File: src/rtl/hmc_mem_link_init.sv
// Memory-side HMC link initialization FSM: power-state handshake, NULL/TS1 training
// sequence, sleep/wake and fatal-error reporting toward the link controller.
module hmc_mem_link_init #(
    parameter int unsigned DWIDTH        = 256,
    parameter int unsigned NUM_LANES     = 8,
    parameter int unsigned T_RESP1_CYC   = 16,
    parameter int unsigned T_RESP2_CYC   = 8,
    parameter logic [31:0] TS1_WORD      = 32'hF0C0_F0C1,
    parameter int unsigned TS1_MATCH     = 4,
    parameter int unsigned T_TS1_TIMEOUT = 256
) (
    input  logic              hmc_clk,
    input  logic              hmc_res,
    input  logic              P_RST_N,
    input  logic              LXRXPS,
    input  logic [DWIDTH-1:0] phy_data_tx_link2phy,
    output logic              LXTXPS,
    output logic              FERR_N,
    output logic [DWIDTH-1:0] phy_data_rx_phy2link,
    output logic              link_up,
    output logic [2:0]        state_o
);

    localparam int unsigned LANE_W  = DWIDTH / NUM_LANES;
    localparam int unsigned MAX_12  = (T_RESP1_CYC > T_RESP2_CYC) ? T_RESP1_CYC : T_RESP2_CYC;
    localparam int unsigned MAX_T   = (MAX_12 > T_TS1_TIMEOUT) ? MAX_12 : T_TS1_TIMEOUT;
    localparam int unsigned CNT_W   = $clog2(MAX_T + 1);
    localparam int unsigned MATCH_W = $clog2(TS1_MATCH + 1);

    localparam logic [DWIDTH-1:0] TS1_PAT = {NUM_LANES{LANE_W'(TS1_WORD)}};

    typedef enum logic [2:0] {
        ST_RESET   = 3'd0,
        ST_WAIT_PS = 3'd1,
        ST_NULL1   = 3'd2,
        ST_TS1     = 3'd3,
        ST_NULL2   = 3'd4,
        ST_ACTIVE  = 3'd5,
        ST_SLEEP   = 3'd6,
        ST_ERROR   = 3'd7
    } state_t;

    state_t             state, state_nx;
    logic [CNT_W-1:0]   cnt, cnt_nx;
    logic [MATCH_W-1:0] match, match_nx;
    logic               lxtxps_nx, ferr_n_nx, link_up_nx;
    logic [DWIDTH-1:0]  data_nx;
    logic               tx_match;

    assign tx_match = (phy_data_tx_link2phy == TS1_PAT);

    // Next state, counters, and next-output values derived from the next state so that
    // registered outputs always line up with the registered state.
    always_comb begin
        state_nx   = state;
        cnt_nx     = cnt;
        match_nx   = match;
        lxtxps_nx  = 1'b0;
        ferr_n_nx  = 1'b1;
        link_up_nx = 1'b0;
        data_nx    = '0;

        case (state)
            ST_RESET: begin
                if (P_RST_N) state_nx = ST_WAIT_PS;
            end
            ST_WAIT_PS: begin
                if (LXRXPS) state_nx = ST_NULL1;
            end
            ST_NULL1: begin
                cnt_nx = cnt + CNT_W'(1);
                if (cnt == CNT_W'(T_RESP1_CYC - 1)) state_nx = ST_TS1;
            end
            ST_TS1: begin
                cnt_nx = cnt + CNT_W'(1);
                if (!tx_match)
                    match_nx = '0;
                else if (match != MATCH_W'(TS1_MATCH))
                    match_nx = match + MATCH_W'(1);
                // A match completing on the timeout cycle still wins.
                if (match_nx == MATCH_W'(TS1_MATCH))
                    state_nx = ST_NULL2;
                else if (cnt == CNT_W'(T_TS1_TIMEOUT - 1))
                    state_nx = ST_ERROR;
            end
            ST_NULL2: begin
                cnt_nx = cnt + CNT_W'(1);
                if (cnt == CNT_W'(T_RESP2_CYC - 1)) state_nx = ST_ACTIVE;
            end
            ST_ACTIVE: begin
                if (!LXRXPS) state_nx = ST_SLEEP;
            end
            ST_SLEEP: begin
                if (LXRXPS) state_nx = ST_NULL1;
            end
            ST_ERROR: begin
                state_nx = ST_ERROR;
            end
            default: state_nx = ST_RESET;
        endcase

        // Controller power-down during training, then controller reset, take priority.
        if (!LXRXPS && (state == ST_NULL1 || state == ST_TS1 || state == ST_NULL2))
            state_nx = ST_WAIT_PS;
        if (!P_RST_N && state != ST_RESET)
            state_nx = ST_RESET;

        if (state_nx != state) begin
            cnt_nx   = '0;
            match_nx = '0;
        end

        case (state_nx)
            ST_NULL1, ST_NULL2: lxtxps_nx = 1'b1;
            ST_TS1: begin
                lxtxps_nx = 1'b1;
                data_nx   = TS1_PAT;
            end
            ST_ACTIVE: begin
                lxtxps_nx  = 1'b1;
                link_up_nx = 1'b1;
            end
            ST_ERROR: ferr_n_nx = 1'b0;
            default: ;
        endcase
    end

    always_ff @(posedge hmc_clk) begin
        if (hmc_res) begin
            state                <= ST_RESET;
            cnt                  <= '0;
            match                <= '0;
            LXTXPS               <= 1'b0;
            FERR_N               <= 1'b1;
            link_up              <= 1'b0;
            phy_data_rx_phy2link <= '0;
        end else begin
            state                <= state_nx;
            cnt                  <= cnt_nx;
            match                <= match_nx;
            LXTXPS               <= lxtxps_nx;
            FERR_N               <= ferr_n_nx;
            link_up              <= link_up_nx;
            phy_data_rx_phy2link <= data_nx;
        end
    end

    assign state_o = state;

endmodule

File: config.mk
export PLATFORM = sky130hd
export DESIGN_NAME = hmc_mem_link_init
export DESIGN_NICKNAME = d
export VERILOG_FILES = /design/src/rtl/hmc_mem_link_init.sv
export SDC_FILE = /design/constraint.sdc
export NUM_CORES = 1
export LEC_CHECK = 0
export ABC_AREA = 1
export BUFFER_PORTS_ARGS = -buffer_cell sky130_fd_sc_hd__buf_2
export CAP_MARGIN = 20
export CORE_AREA = 2 2 206 208
export DETAILED_ROUTE_END_ITERATION = 8
export DIE_AREA = 0 0 208 210
export PLACE_DENSITY = 0.45
export RECOVER_POWER = 25
export SLEW_MARGIN = 25
export SYNTH_ARGS = -nofsm -noshare
export SYNTH_HDL_FRONTEND = slang
export SYNTH_SLANG_ARGS = --single-unit
File: constraint.sdc
create_clock -name hmc_clk -period 4.9 [get_ports hmc_clk]
set_input_delay 1.47 -clock hmc_clk [delete_from_list [all_inputs] [get_ports hmc_clk]]
set_output_delay 1.47 -clock hmc_clk [all_outputs]
set_load 0.03 [all_outputs]
==> impl_metrics.tcl, run 1 <==
set metrics [dict create \
    clockBufferDepth 2 \
    cp.required_ps 3430 \
    ctsHoldBuffers 0 \
    internal_power_mw 0.3643 \
    max_freq_mhz 247.9 \
    nets 1264 \
    cts_resized 0 \
    setup-violations-final 0 \
    yosysUniqueCellTypes 29 \
    p_sw_frac 0.4748 \
    power_density_mw_per_mm2 121.5 \
    htreeDepth 1 \
    cts.sinks 19 \
    met3_length_microns 1363 \
    skew_ps 1.857 \
    finalMaxSlewViolations 105 \
    row_count 75 \
    synth_top_area_cell "buf_4" \
    routed_wl_microns 17850 \
    seq_area_sq_um 380.4 \
    slowest_delay_ps 1830 \
    multi_input_area_sq_mm 0.002467 \
    die_area_sq_mm 0.04368 \
    maxUsedRoutingLayer "met4" \
    critPathBufInv 1 \
    hp-class "reg2reg" \
    maxSlewHeadroom -0.4985 \
    vias_per_cell 3.187 \
    fillers 4916 \
    first_pass_iters 4 \
    outcome "finished with violations" \
    finalWeightedCongestion 0.8791 \
    ff2ff_setup_slack_ps 2750 \
    power.leakage_nw 3.058 \
    vdd_drop_max_uv 91.90 \
    ys_seq_area_frac 0.08482 \
    fin_crit_ps 4034 \
    coreArea_sq_mm 0.04148 \
    grt_pass1_vias 4298 \
    place_ws_ps 979.4 \
    grt_max_degree 105 \
    io_buffers 369 \
    overflow 0 \
    critPathKind "reg2out" \
    final_antenna_net_count 0 \
    synth_area_sq_mm 0.004484 \
    arrival_ps 2560 \
    cp-end-kind "output port" \
    grt_first_pass_wirelength_microns 24470 \
    met1_length_microns 6372 \
    layout-drive-gt1-share 0.3914 \
    insertion_delay_ps 260 \
    cap_violations 1 \
    drc 0 \
    clk_pin_slew_ps 60 \
    dr.first_iter.drc_count 148 \
    syn_inst 730 \
    violations "capacitance limit, slew limit" \
    start_util 0.1081 \
    fin_tns_setup_ps 0 \
    hold_violations 0 \
    worst_slew_pin_slew_ps 2245 \
    rsz0062_at_grt "no" \
    gr-usage-all-layers 0.07490 \
    cts_setup_buffers 0 \
    placed_area_sq_mm 0.005658 \
    synth_top_area_share 0.4269 \
    die_w_microns 208 \
    grt_antenna_before_repair 4 \
    crit_fanout 104 \
    path_cells "buf_2" \
    yosys_warnings 0 \
    avgSynthCellArea_sq_um 6.143 \
    seq_power_share 0.226 \
    crit_family "flip-flops" \
    via_count 4917 \
    numCtsBuffers 3 \
    dp_hpwl_microns 16900 \
    synth_area_leaders "buf_4 (43%), dfxtp_1 (8.5%), nor2_1 (8.0%), nand2_1 (8.0%), nand4_1 (6.6%)" \
    wl_met2_microns 9582 \
    cpMaxStageDelayCell "dfxtp_1" \
    ys_ff_latch 19 \
    fin_crit_sh 0.8233 \
    p_clk_frac 0.254 \
    area_delta_synth_final_pct 27.32 \
    hold_ws_ps 553.3 \
    cts_tree "yes" \
    worst_slack_ps 865.8 \
    cp-start-kind "register" \
    io_pins 522 \
    die_y_microns 210 \
    combPwrFrac 0.520 \
    switchingPower_mw 0.3292 \
    root_buffer "clkbuf_16" \
    final_cell_area_sq_mm 0.005709 \
    wl_per_cell_microns 11.57 \
]
## through the flow
stage / util / total power [mW] / instances
6_report: 0.1376 / 0.6935 / 1543
5_1_grt: 0.1376 / 0.7369 / 1542
4_1_cts: 0.1384 / 0.6960 / 1538
3_5_place_dp: 0.1364 / 0.5199 / 1534
3_3_place_gp: 0.1364 / 0.5205 / 1534
2_1_floorplan: - / 0.4746 / 881
## sequential cells by signal, indices dropped and copies added (netlist names)
| name | count |
|---|---|
| FERR_N | 1 |
| LXTXPS | 1 |
| cnt | 9 |
| link_up | 1 |
| match | 3 |
| phy_data_rx_phy2link | 1 |
| state_o | 3 |
## area by class of cell
cell class                 instances  share of cell area
timing repair buffer             370              0.3180
clock inverter                     1            0.001096
multi-input combinational        532              0.4322
tap                              539              0.1181
clock buffer                       3             0.01315
inverter                          74             0.04865
antenna                            5            0.002192
sequential                        19             0.06662
## cell usage after synthesis
library cell / n
buf_6: 1
conb_1: 1
o31ai_1: 1
nor2_1: 96
a31oi_1: 2
mux2i_1: 1
buf_4: 255
nor2_2: 38
nor4_1: 11
dfxtp_1: 19
nand2_2: 4
o2111ai_1: 1
a21oi_4: 1
nor3_1: 7
xor2_1: 5
nand3_2: 2
o211ai_1: 1
ha_1: 4
nand4_2: 1
o21ai_0: 3
and2_0: 1
inv_2: 2
a21oi_1: 3
nand4_1: 47
and3_1: 2
xnor2_1: 3
inv_1: 72
nand3_1: 51
nand2_1: 95
## power groups by stage
stage / combinational (mW) / clock [mW] / sequential, mW
after floorplan: 0.314 / 0 / 0.161
after global placement: 0.360 / 0 / 0.160
after detailed placement: 0.360 / 0 / 0.160
after CTS: 0.361 / 0.179 / 0.156
after global routing: 0.393 / 0.188 / 0.157
final: 0.360 / 0.176 / 0.157
## metal layers
layer  vias up  global-route usage
met2       342              0.1521
met1      2100             0.07938
met5         -                   0
met4         0             0.02812
li1       2461                   -
met3        14            0.005662
## cells by family (layout without fill, tap and decap cells)
| group | Yosys count | after routing | share of synthesized area |
|---|---|---|---|
| AO/OA/AOI/OAI | 12 | 12 | 0.01842 |
| AND/OR/NAND/NOR | 355 | 355 | 0.3756 |
| flip-flops | 19 | 19 | 0.08482 |
| adder cells (fa/ha/maj) | 4 | 4 | 0.01116 |
| XOR/XNOR | 8 | 8 | 0.01563 |
| multiplexers | 1 | 1 | 0.002232 |
| other | 1 | 157 | 0.0008363 |
| buffers and inverters | 330 | 448 | 0.4914 |
## worst paths after layout
kind                              from                       end  cells past startpoint
min                             cnt[1]                    cnt[1]                      2
max reg2reg                     cnt[0]                    cnt[0]                     13
max          phy_data_rx_phy2link[254]  phy_data_rx_phy2link[15]                      1
min reg2reg                     cnt[1]                    cnt[1]                      2
## cells in the final DEF (no fill, tap or decap), types with 3 or more instances in the layout
cell type and instances:
buf_2 338, conb_1 152, nor2_1 96, nand2_1 95, inv_1 72, nand3_1 51, nand4_1 47, nor2_2 38
clkbuf_1 31, dfxtp_1 19, nor4_1 11, nor3_1 7, diode_2 5, xor2_1 5, nand2_2 4, ha_1 4
xnor2_1 3, a21oi_1 3, o21ai_0 3, clkbuf_16 3
No activity file was read; power rests on OpenSTA's default activity.
==> inputs of run 2 (changes only) <==
Settings changed: CORE_AREA 2 2 206 208 to 2 2 202 204, DIE_AREA 0 0 208 210 to 0 0 204 206, PLACE_DENSITY 0.45 to 0.47.
Clock period 4.9 ns to 3.35 ns, I/O delays scaled along.
==> run 2 against run 1 <==
The flow now finishes without violations. Combinational power increased by 48%. Global-route usage decreased by 0.21 points. Largest power group unchanged. Sequential share of layout area decreased by 0.10 points. Final area increased by 1.5%. Clock power increased by 43%. Sequential power increased by 46%. Utilization increased by 0.66 points.
==> impl_metrics.tcl, run 2 (synthesized netlist as in run 1, its figures left out) <==
set metrics [dict create \
    finalWeightedCongestion 0.8193 \
    startpoint "phy_data_rx_phy2link[254]" \
    grt_first_pass_wirelength_microns 22940 \
    overflow 0 \
    dp_hpwl_microns 15910 \
    p_sw_frac 0.4678 \
    final_antenna_net_count 0 \
    grtUsageMet3 0.004888 \
    die_w_microns 204 \
    placed_area_sq_mm 0.005754 \
    met1_usage 0.08182 \
    use_met2 0.1458 \
    dr.first_iter.drc_count 167 \
    nets 1275 \
    cts_resized 0 \
    numCtsBuffers 3 \
    crit_fanout 59 \
    r2r_start "cnt[0]" \
    rsz0062_at_grt "no" \
    power.leakage_nw 3.118 \
    worst_slew_pin_slew_ps 1194 \
    vdd_drop_max_uv 132.4 \
    finalMaxSlewViolations 0 \
    arrival_ps 1890 \
    seq_power_share 0.226 \
    fin_tns_setup_ps 0 \
    antenna_cells 0 \
    fin_crit_ps 2890 \
    routed_wl_microns 16830 \
    cp-end-kind "output port" \
    clk_pin_slew_ps 60 \
    hp-class "reg2reg" \
    start_util 0.1116 \
    r2r-end "cnt[1]" \
    place_ws_ps 126.0 \
    grt_max_degree 60 \
    outcome "finished, final reports clean" \
    slowest_delay_ps 1100 \
    root_buffer "clkbuf_16" \
    layout_commonest_cell "buf_2" \
    first_pass_iters 4 \
    gr-max-usage-layer "met2" \
    path_cells "buf_12, buf_2" \
    die_area_sq_mm 0.04202 \
    r2r_cells 15 \
    htreeDepth 1 \
    largest_reg_flops 9 \
    area_delta_synth_final_pct 29.27 \
    via_count 4946 \
    combPwrFrac 0.526 \
    setup-violations-final 0 \
    die_y_microns 206 \
    cts_setup_buffers 0 \
    top_register "cnt" \
    final_cell_mix "buf_2 (338), conb_1 (152), nor2_1 (96)" \
    final_cell_area_sq_mm 0.005797 \
    power_density_mw_per_mm2 174.7 \
    maxSlewHeadroom 0.2026 \
    hold_violations 0 \
    fin_crit_sh 0.8628 \
    drc 0 \
    internal_power_mw 0.5390 \
    grt_antenna_before_repair 0 \
    gr-usage-all-layers 0.07278 \
    wl_per_cell_microns 10.91 \
    coreArea_sq_mm 0.04018 \
    p_clk_frac 0.248 \
    cts.sinks 19 \
    cp-start-kind "register" \
    row_count 74 \
    io_pins 522 \
    cp.required_ps 2340 \
    vias_per_cell 3.208 \
    cpMaxStageDelayCell "dfxtp_1" \
    critical_path.endpoint "phy_data_rx_phy2link[79]" \
    ff2ff_setup_slack_ps 1310 \
    skew_ps 5.338 \
    switchingPower_mw 0.4738 \
    grt_pass1_vias 4286 \
    ctsHoldBuffers 0 \
    max_freq_mhz 346.0 \
    cap_violations 0 \
    layout-drive-gt1-share 0.3980 \
    critPathKind "reg2out" \
    holdPathStages 2 \
    clockBufferDepth 2 \
    insertion_delay_ps 250 \
    io_buffers 369 \
    hold_ws_ps 558.2 \
    cts_tree "yes" \
    worst_slack_ps 459.6 \
]
run 2: how the worst min path moves through the flow:
stage | from | slack [ps] | end
3_3_place_gp | cnt[1] | 530 | cnt[1]
5_1_grt | cnt[0] | 590 | cnt[0]
6_report | cnt[0] | 560 | cnt[0]
2_1_floorplan | cnt[1] | 510 | cnt[1]
4_1_cts | cnt[1] | 560 | cnt[1]
3_5_place_dp | cnt[0] | 550 | cnt[0]
run 2: cell type report:
type / instances / area, sq um
Clock buffer: 3 / 75.07
Inverter: 74 / 277.8
Clock inverter: 1 / 7.507
Timing Repair Buffer: 381 / 1923
Tap cell: 532 / 665.6
Fill cell: 4739 / 34390
Sequential cell: 19 / 380.4
Multi-Input combinational cell: 532 / 2467
run 2: stage by stage:
step	util	cells	power [mW]
after floorplan	-	881	0.6938
after global placement	0.1432	1538	0.7657
after detailed placement	0.1432	1538	0.7666
after CTS	0.1453	1542	1.019
after global routing	0.1443	1542	1.073
final	0.1443	1542	1.013
run 2: power by group through the flow:
| stage | clock [mW] | sequential [mW] | combinational (mW) |
|---|---|---|---|
| floorplan | 0 | 0.236 | 0.458 |
| global placement | 0 | 0.234 | 0.532 |
| detailed placement | 0 | 0.234 | 0.532 |
| CTS | 0.257 | 0.229 | 0.534 |
| global route | 0.263 | 0.229 | 0.580 |
| finish | 0.251 | 0.229 | 0.532 |
run 2: worst max-delay path: cells and delay by family, from the launching register on:
| family | cells | cell delay (ps) |
|---|---|---|
| flip-flops | 1 | 1100 |
| buffers and inverters | 2 | 520 |
run 2: layer usage:
| layer | wire length (microns) | part of all wire |
|---|---|---|
| met1 | 6294 | 0.37 |
| met2 | 8841 | 0.53 |
| met3 | 1356 | 0.081 |
| met4 | 334 | 0.020 |
| met5 | 0 | 0 |
